## src/rtl/rq_converter_mw_if.sv

```systemverilog
// Stream bundle shared by the request side and the RQ side.
// Widths are chosen per instance.
interface rq_converter_mw_if #(
   parameter int DATA_W = 256,
   parameter int KEEP_W = DATA_W/32,
   parameter int USER_W = 128
);
   logic              tvalid;
   logic              tready;
   logic              tlast;
   logic [DATA_W-1:0] tdata;
   logic [KEEP_W-1:0] tkeep;
   logic [USER_W-1:0] tuser;

   modport master (
      output tvalid, tlast, tdata, tkeep, tuser,
      input  tready
   );

   modport slave (
      input  tvalid, tlast, tdata, tkeep, tuser,
      output tready
   );
endinterface

```

## src/rtl/rq_converter_mw.sv

```systemverilog
// Request stream to RQ converter: inserts a 128-bit header and
// realigns the payload by 4 DW, with a skid input and registered output.
module rq_converter_mw #(
   parameter int         DATA_W  = 256,
   parameter int         KEEP_W  = DATA_W/32,
   parameter int         TUSER_W = 128,
   parameter logic [2:0] RQ_ATTR = 3'd0,
   parameter logic [2:0] RQ_TC   = 3'd0
) (
   input  logic              dma_clk,
   input  logic              rst,
   rq_converter_mw_if.slave  axis_req,
   rq_converter_mw_if.master s_axis_rq,
   input  logic [15:0]       req_id_in,
   output logic [31:0]       pkt_cnt
);
   localparam int LO_W = DATA_W - 128;
   localparam int LO_K = KEEP_W - 4;

   typedef enum logic [1:0] {IDLE, BODY, TAIL} state_t;

   typedef struct packed {
      logic [3:0]  req_type;
      logic [7:0]  tag;
      logic [61:0] addr;
      logic [10:0] dw_cnt;
      logic [3:0]  first_be;
      logic [3:0]  last_be;
   } desc_t;

   state_t            state;
   logic              in_rdy;
   logic              skid_v;
   logic [DATA_W-1:0] skid_data;
   logic [KEEP_W-1:0] skid_keep;
   logic              skid_last;
   desc_t             skid_desc;
   logic [127:0]      carry_data;
   logic [3:0]        carry_keep;
   logic [3:0]        seq_num;
   logic [15:0]       req_id_q;

   logic              o_valid;
   logic              o_last;
   logic [DATA_W-1:0] o_data;
   logic [KEEP_W-1:0] o_keep;
   logic [59:0]       o_user;

   desc_t             in_desc;
   desc_t             cur_desc;
   logic [DATA_W-1:0] cur_data;
   logic [KEEP_W-1:0] cur_keep;
   logic              cur_last;
   logic              in_hs;
   logic              cur_v;
   logic              out_free;
   logic              adv;
   logic              tail_go;
   logic              need_tail;
   logic              first;
   logic              skid_nxt;
   logic              rdy_nxt;
   logic [127:0]      hdr;
   logic [59:0]       first_user;
   logic              unused_tuser;

   assign unused_tuser = ^{axis_req.tuser[TUSER_W-1:108],
                           axis_req.tuser[33:19]};

   assign in_desc = {axis_req.tuser[107:104],
                     axis_req.tuser[103:96],
                     axis_req.tuser[95:34],
                     axis_req.tuser[18:8],
                     axis_req.tuser[7:4],
                     axis_req.tuser[3:0]};

   assign cur_data = skid_v ? skid_data : axis_req.tdata;
   assign cur_keep = skid_v ? skid_keep : axis_req.tkeep;
   assign cur_last = skid_v ? skid_last : axis_req.tlast;
   assign cur_desc = skid_v ? skid_desc : in_desc;

   assign in_hs     = axis_req.tvalid & in_rdy;
   assign cur_v     = skid_v | in_hs;
   assign out_free  = ~o_valid | s_axis_rq.tready;
   assign adv       = cur_v & (state != TAIL) & out_free;
   assign tail_go   = (state == TAIL) & out_free;
   assign need_tail = |cur_keep[KEEP_W-1:LO_K];
   assign first     = (state == IDLE);

   // Skid holds a beat only when the output stage could not take it.
   assign skid_nxt = skid_v ? ~adv : (in_hs & ~adv);
   assign rdy_nxt  = ~skid_nxt
                   & ~(adv & cur_last & need_tail)
                   & ~((state == TAIL) & ~tail_go);

   always_comb begin
      hdr            = '0;
      hdr[63:2]      = cur_desc.addr;
      hdr[74:64]     = cur_desc.dw_cnt;
      hdr[78:75]     = cur_desc.req_type;
      hdr[95:80]     = req_id_q;
      hdr[103:96]    = cur_desc.tag;
      hdr[123:121]   = RQ_TC;
      hdr[126:124]   = RQ_ATTR;
   end

   always_comb begin
      first_user        = '0;
      first_user[3:0]   = cur_desc.first_be;
      first_user[7:4]   = cur_desc.last_be;
      first_user[27:24] = seq_num;
   end

   assign axis_req.tready  = in_rdy;
   assign s_axis_rq.tvalid = o_valid;
   assign s_axis_rq.tlast  = o_last;
   assign s_axis_rq.tdata  = o_data;
   assign s_axis_rq.tkeep  = o_keep;
   assign s_axis_rq.tuser  = o_user;

   always_ff @(posedge dma_clk) begin
      if (rst) begin
         state      <= IDLE;
         in_rdy     <= 1'b0;
         skid_v     <= 1'b0;
         skid_data  <= '0;
         skid_keep  <= '0;
         skid_last  <= 1'b0;
         skid_desc  <= '0;
         carry_data <= '0;
         carry_keep <= '0;
         seq_num    <= '0;
         req_id_q   <= '0;
         pkt_cnt    <= '0;
         o_valid    <= 1'b0;
         o_last     <= 1'b0;
         o_data     <= '0;
         o_keep     <= '0;
         o_user     <= '0;
      end else begin
         req_id_q <= req_id_in;
         in_rdy   <= rdy_nxt;
         skid_v   <= skid_nxt;
         if (~skid_v & in_hs & ~adv) begin
            skid_data <= axis_req.tdata;
            skid_keep <= axis_req.tkeep;
            skid_last <= axis_req.tlast;
            skid_desc <= in_desc;
         end
         if (o_valid & s_axis_rq.tready & o_last)
            pkt_cnt <= pkt_cnt + 32'd1;
         if (out_free)
            o_valid <= 1'b0;
         unique case (1'b1)
            adv: begin
               carry_data <= cur_data[DATA_W-1:LO_W];
               carry_keep <= cur_keep[KEEP_W-1:LO_K];
               o_valid    <= 1'b1;
               o_last     <= cur_last & ~need_tail;
               o_data     <= {cur_data[LO_W-1:0],
                              first ? hdr : carry_data};
               o_keep     <= {cur_keep[LO_K-1:0],
                              first ? 4'hF : carry_keep};
               o_user     <= first ? first_user : '0;
               if (first)
                  seq_num <= seq_num + 4'd1;
               state <= cur_last ? (need_tail ? TAIL : IDLE)
                                 : BODY;
            end
            tail_go: begin
               o_valid <= 1'b1;
               o_last  <= 1'b1;
               o_data  <= {{LO_W{1'b0}}, carry_data};
               o_keep  <= {{LO_K{1'b0}}, carry_keep};
               o_user  <= '0;
               state   <= IDLE;
            end
            default: ;
         endcase
      end
   end
endmodule

```

## src/flat_wrapper.sv

```systemverilog
// flat-port wrapper written by rule: the top's interface ports become plain ports
module rq_converter_mw_flat 
#(
   parameter int         DATA_W  = 256,
   parameter int         KEEP_W  = DATA_W/32,
   parameter int         TUSER_W = 128,
   parameter logic [2:0] RQ_ATTR = 3'd0,
   parameter logic [2:0] RQ_TC   = 3'd0
)
  (dma_clk, rst, req_id_in, pkt_cnt, axis_req_tvalid, axis_req_tlast, axis_req_tdata, axis_req_tkeep, axis_req_tuser, axis_req_tready, s_axis_rq_tvalid, s_axis_rq_tlast, s_axis_rq_tdata, s_axis_rq_tkeep, s_axis_rq_tuser, s_axis_rq_tready);
  rq_converter_mw_if #(.DATA_W(DATA_W), .KEEP_W(KEEP_W), .USER_W(128)) axis_req_i ();
  rq_converter_mw_if #(.DATA_W(DATA_W), .KEEP_W(KEEP_W), .USER_W(60)) s_axis_rq_i ();
  input  logic dma_clk;
  input  logic rst;
  input  logic [15:0] req_id_in;
  output logic [31:0] pkt_cnt;
  input wire logic [$bits(axis_req_i.tvalid)-1:0] axis_req_tvalid;
  input wire logic [$bits(axis_req_i.tlast)-1:0] axis_req_tlast;
  input wire logic [$bits(axis_req_i.tdata)-1:0] axis_req_tdata;
  input wire logic [$bits(axis_req_i.tkeep)-1:0] axis_req_tkeep;
  input wire logic [$bits(axis_req_i.tuser)-1:0] axis_req_tuser;
  output wire logic [$bits(axis_req_i.tready)-1:0] axis_req_tready;
  output wire logic [$bits(s_axis_rq_i.tvalid)-1:0] s_axis_rq_tvalid;
  output wire logic [$bits(s_axis_rq_i.tlast)-1:0] s_axis_rq_tlast;
  output wire logic [$bits(s_axis_rq_i.tdata)-1:0] s_axis_rq_tdata;
  output wire logic [$bits(s_axis_rq_i.tkeep)-1:0] s_axis_rq_tkeep;
  output wire logic [$bits(s_axis_rq_i.tuser)-1:0] s_axis_rq_tuser;
  input wire logic [$bits(s_axis_rq_i.tready)-1:0] s_axis_rq_tready;
  assign axis_req_i.tvalid = axis_req_tvalid;
  assign axis_req_i.tlast = axis_req_tlast;
  assign axis_req_i.tdata = axis_req_tdata;
  assign axis_req_i.tkeep = axis_req_tkeep;
  assign axis_req_i.tuser = axis_req_tuser;
  assign axis_req_tready = axis_req_i.tready;
  assign s_axis_rq_tvalid = s_axis_rq_i.tvalid;
  assign s_axis_rq_tlast = s_axis_rq_i.tlast;
  assign s_axis_rq_tdata = s_axis_rq_i.tdata;
  assign s_axis_rq_tkeep = s_axis_rq_i.tkeep;
  assign s_axis_rq_tuser = s_axis_rq_i.tuser;
  assign s_axis_rq_i.tready = s_axis_rq_tready;
  rq_converter_mw #(.DATA_W(DATA_W), .KEEP_W(KEEP_W), .TUSER_W(TUSER_W), .RQ_ATTR(RQ_ATTR), .RQ_TC(RQ_TC)) u_core (.dma_clk(dma_clk), .rst(rst), .axis_req(axis_req_i), .s_axis_rq(s_axis_rq_i), .req_id_in(req_id_in), .pkt_cnt(pkt_cnt));
endmodule
```

## config.mk

```make
export PLATFORM = sky130hd
export DESIGN_NAME = rq_converter_mw_flat
export DESIGN_NICKNAME = d
export VERILOG_FILES = /design/src/rtl/rq_converter_mw_if.sv /design/src/rtl/rq_converter_mw.sv /design/src/flat_wrapper.sv
export SDC_FILE = /design/constraint.sdc
export NUM_CORES = 2
export LEC_CHECK = 0
export ABC_AREA = 1
export BUFFER_PORTS_ARGS = -buffer_cell sky130_fd_sc_hd__buf_2
export CORE_MARGIN = 10
export CORE_UTILIZATION = 35
export DETAILED_ROUTE_END_ITERATION = 7
export HOLD_SLACK_MARGIN = 0.08
export PLACE_DENSITY_LB_ADDON = 0.05
export SETUP_SLACK_MARGIN = 0.1
export SKIP_CTS_REPAIR_TIMING = 1
export SLEW_MARGIN = 40
export SYNTH_ARGS = -nofsm -noshare
export SYNTH_HDL_FRONTEND = slang
export SYNTH_SLANG_ARGS = --single-unit
export TNS_END_PERCENT = 10
```

## constraint.sdc

```tcl
create_clock -name dma_clk -period 3.6 [get_ports dma_clk]
set_input_delay 0.54 -clock dma_clk [delete_from_list [all_inputs] [get_ports dma_clk]]
set_output_delay 0.54 -clock dma_clk [all_outputs]
set_load 0.05 [all_outputs]
```

==> out/qor_table.md <==
| Item | Reported | Unit |
|:---|:---|:---|
| Final number of max-transition violations | 0 | - |
| Level count of the clock H-tree | 3 | - |
| Setup TNS | 0 | ps |
| Post-route worst hold slack | 95.6 | ps |
| Final setup vio count | 0 | - |
| Number of cell rows | 113 | - |
| Post-synthesis sequential area ratio | 49.1 | % |
| Number of hold-slack violations in the final timing report | 0 | - |
| Relative max-transition margin | 46.8 | % |
| Final weighted congestion in routability-driven placement | 0.829 | - |
| Worst Path Required | 4190 | ps |
| Number of global-route vias before repair | 29,200 | - |
| Gate count after technology mapping | 4,676 | - |
| Pre-CTS WS | 968 | ps |
| Cells on worst reg2reg path | 8 | - |
| Path category of the worst min-delay check | input pin to register | - |
| Overflow left after global routing | 0 | - |
| Setup repair after global routing missed its margin | false | - |
| CTS root buffer | sky130_fd_sc_hd__clkbuf_16 | - |
| Number of optimization iterations in the first detailed-route pass | 5 | - |
| Mapped Avg Cell Area | 7.18 | um^2 |
| CP startpoint kind | register | - |
| Max rail drop VDD | 341 | uV |
| Cell area after technology mapping | 33,600 | um^2 |
| Worst Setup Path Type | register to register | - |
| Total GRT Usage | 21.7 | % |
| Final core utilization | 42.9 | % |
| Crit path setup slack, layout | 1090 | ps |
| Nets@finish | 5,582 | - |
| Instance count along the most critical hold path | 3 | - |
| Effective utilization at floorplan | 35.3 | % |
| Clock-pin slew on the worst setup and hold paths | 60 | ps |
| DR vias/cell | 4.85 | - |
| Global-route wire length before repair | 185 | mm |
| Distinct cell type count after synthesis | 36 | - |
| Count of antenna-violating nets left after detailed routing | 0 | - |
| Number of clock buffers inserted by TritonCTS | 97 | - |
| Number of port buffers | 688 | - |
| Die width | 330 | um |
| Filler cells | 10,100 | - |
| Capturing element type of the critical path | register | - |
| Number of flops mapped to enable cells by yosys | 0 | - |
| DR DRC count | 0 | - |
| Total of flip-flops plus latches after synthesis | 824 | - |
| Async S/R FF share, synth | 0 | % |
| Synthesis-to-finish area growth | 21.6 | % |
| Number of violations reported at the end of detailed-routing iteration 0 | 1,938 | - |
| Proportion of layout cells with a drive suffix above 1 | 17.3 | % |
| Storage element area | 16,500 | um^2 |
| P_leak | 17.0 | nW |
| Multi-input gate area in the final layout | 14,400 | um^2 |
| Power density over the cells | 561 | nW/um^2 |
| Number of warning messages in the yosys log | 0 | - |
| Outcome | complete, no violations | - |
| Floorplan Core Area | 95,000 | um^2 |
| Routed WL per cell | 19.1 | um |
| Overall via count from detail_route | 31,700 | - |
| Tcrit/Tclk final | 69.7 | % |
| Final wirelength | 125 | mm |
| Largest fanout on the critical path | 127 | - |
| Max Freq | 399 | MHz |
| Clock tree from TritonCTS | built | - |
| Number of max-cap violations | 0 | - |
| Buffer depth of the longest clock path | 3 | - |
| Pin count of the biggest net entering global routing | 209 | - |
| Io pins | 772 | - |
| Antenna violations before repair | 70 | - |
| Area of the die | 109,000 | um^2 |
| Clk_skew | 15.5 | ps |
| Actual transition at the worst max-transition pin | 798 | ps |
| Overall die height | 330 | um |
| Time the final worst path needs with I/O delays and setup | 2510 | ps |
| Cell total after placement | 6,322 | - |
| Worst Path Arrival | 3090 | ps |
| Half-perimeter wire length of the detailed placement result | 82.0 | mm |
| Most frequently used flop master after synthesis | sky130_fd_sc_hd__dfxtp_1 | - |
| Fin cells | 6,536 | - |
| Clock sink count | 824 | - |
| Clock latency of the later-clocked register in the worst-skew pair | 670 | ps |
==> logic make-up (layout without fill, tap and decap cells) <==
kind of cell               count (synthesis)  in the layout  share of synthesized area, %
AOI/OAI and AO/OA                       1454           1454                          22.3
DFF                                      824            824                          49.1
xor gates and xnor gates                   3              3                        0.0783
adders and majority gates                  2              2                        0.0745
buffers and inverters                    651           1172                          8.52
other                                      1             75                        0.0112
and+or+nand+nor                         1741           1741                          19.9
==> synth_stat cells (4+ instances only) <==
cell type | n | area share (%)
sky130_fd_sc_hd__inv_2 | 4 | 0.045
sky130_fd_sc_hd__nor2_1 | 162 | 1.8
sky130_fd_sc_hd__buf_1 | 13 | 0.15
sky130_fd_sc_hd__nand2_1 | 1516 | 17
sky130_fd_sc_hd__buf_2 | 144 | 2.1
sky130_fd_sc_hd__inv_1 | 240 | 2.7
sky130_fd_sc_hd__o22ai_1 | 12 | 0.22
sky130_fd_sc_hd__nand3_1 | 41 | 0.61
sky130_fd_sc_hd__nand4_1 | 8 | 0.15
sky130_fd_sc_hd__o21ai_0 | 547 | 8.2
sky130_fd_sc_hd__a21oi_1 | 793 | 12
sky130_fd_sc_hd__a31oi_1 | 84 | 1.6
sky130_fd_sc_hd__buf_4 | 61 | 1.4
sky130_fd_sc_hd__dfxtp_1 | 824 | 49
sky130_fd_sc_hd__o211a_1 | 10 | 0.30
sky130_fd_sc_hd__clkbuf_1 | 188 | 2.1
==> layer usage <==
metal	up-vias	share of wire [%]	GRT usage, %
met5	-	0.21	0
li1	16200	-	-
met2	756	47	35.1
met1	14400	43	27.1
met4	42	3.3	8.22
met3	258	6.8	6.25
==> final cells by class <==
class                   instances  share of cell area [%]
flip-flops and latches        824                    40.4
clock inverters                22                   0.537
inverters                     244                    2.31
well taps                    1265                    3.88
clock buffers                 154                    6.99
repair buffers                752                    10.4
multi-input cells            3248                    35.3
diodes                         27                   0.166
==> placed cells by master, fill, tap and decap left out, types with 8 or more instances in the layout <==
| cell type | netlist | final |
|---|---|---|
| sky130_fd_sc_hd__a21oi_1 | 793 | 793 |
| sky130_fd_sc_hd__a31oi_1 | 84 | 84 |
| sky130_fd_sc_hd__buf_12 | 0 | 14 |
| sky130_fd_sc_hd__buf_2 | 144 | 687 |
| sky130_fd_sc_hd__buf_4 | 61 | 34 |
| sky130_fd_sc_hd__clkbuf_1 | 188 | 36 |
| sky130_fd_sc_hd__clkbuf_16 | 0 | 97 |
| sky130_fd_sc_hd__clkbuf_8 | 0 | 21 |
| sky130_fd_sc_hd__clkinv_2 | 0 | 13 |
| sky130_fd_sc_hd__conb_1 | 1 | 48 |
| sky130_fd_sc_hd__dfxtp_1 | 824 | 823 |
| sky130_fd_sc_hd__diode_2 | 0 | 27 |
| sky130_fd_sc_hd__dlygate4sd3_1 | 0 | 8 |
| sky130_fd_sc_hd__inv_1 | 240 | 237 |
| sky130_fd_sc_hd__nand2_1 | 1516 | 1516 |
| sky130_fd_sc_hd__nand3_1 | 41 | 39 |
| sky130_fd_sc_hd__nand4_1 | 8 | 8 |
| sky130_fd_sc_hd__nor2_1 | 162 | 159 |
| sky130_fd_sc_hd__o211a_1 | 10 | 10 |
| sky130_fd_sc_hd__o21ai_0 | 547 | 547 |
| sky130_fd_sc_hd__o22ai_1 | 12 | 12 |
==> worst max-delay path, stage by stage, from the launching register on <==
cell and delay [ps]:
sky130_fd_sc_hd__dfxtp_4 500, sky130_fd_sc_hd__inv_8 180, sky130_fd_sc_hd__nand2_2 180, sky130_fd_sc_hd__inv_2 90, sky130_fd_sc_hd__nor2_8 140, sky130_fd_sc_hd__buf_12 390
sky130_fd_sc_hd__buf_4 520, sky130_fd_sc_hd__o21ai_0 160, sky130_fd_sc_hd__a31oi_1 180
==> power by group <==
group	leakage (nW)	switching, mW	internal [mW]	total (mW)
sequential	6.71	0.266	9.64	9.91
combinational	8.76	2.56	0.874	3.43
clock	1.51	4.00	5.56	9.57
total	17.0	6.83	16.1	22.9
==> metrics by stage <==
step / area (um^2) / total power [mW]
floorplan: 33700 / 12.4
global placement: 37400 / 13.5
detailed placement: 37500 / 13.6
CTS: 40600 / 23.2
global route: 40800 / 23.9
finish: 40800 / 22.9
==> worst paths after layout <==
kind / startpoint / end / slack [ps]
setup / recovery: u_core.skid_v / u_core.carry_data[79] / 1090
hold / removal: req_id_in[5] / u_core.req_id_q[5] / 100
setup reg to reg: u_core.skid_v / u_core.carry_data[79] / 1090
hold reg to reg: u_core.skid_desc[3] / u_core.skid_desc[3] / 440
==> sequential cells by signal, summed over array words and instances, names as in the netlist <==
name                     cells
u_core.skid_data           256
u_core.req_id_q             16
u_core.pkt_cnt              32
u_core.axis_req.tready       1
u_core.skid_v                1
u_core.seq_num               4
u_core.s_axis_rq.tdata     256
u_core.s_axis_rq.tvalid      1
u_core.carry_data          128
u_core.carry_keep            4
u_core.skid_last             1
u_core.state                 2
u_core.skid_desc            93
u_core.s_axis_rq.tuser      12
u_core.skid_keep             8
u_core.s_axis_rq.tkeep       8
u_core.s_axis_rq.tlast       1
(Power assumes the default switching activity.)
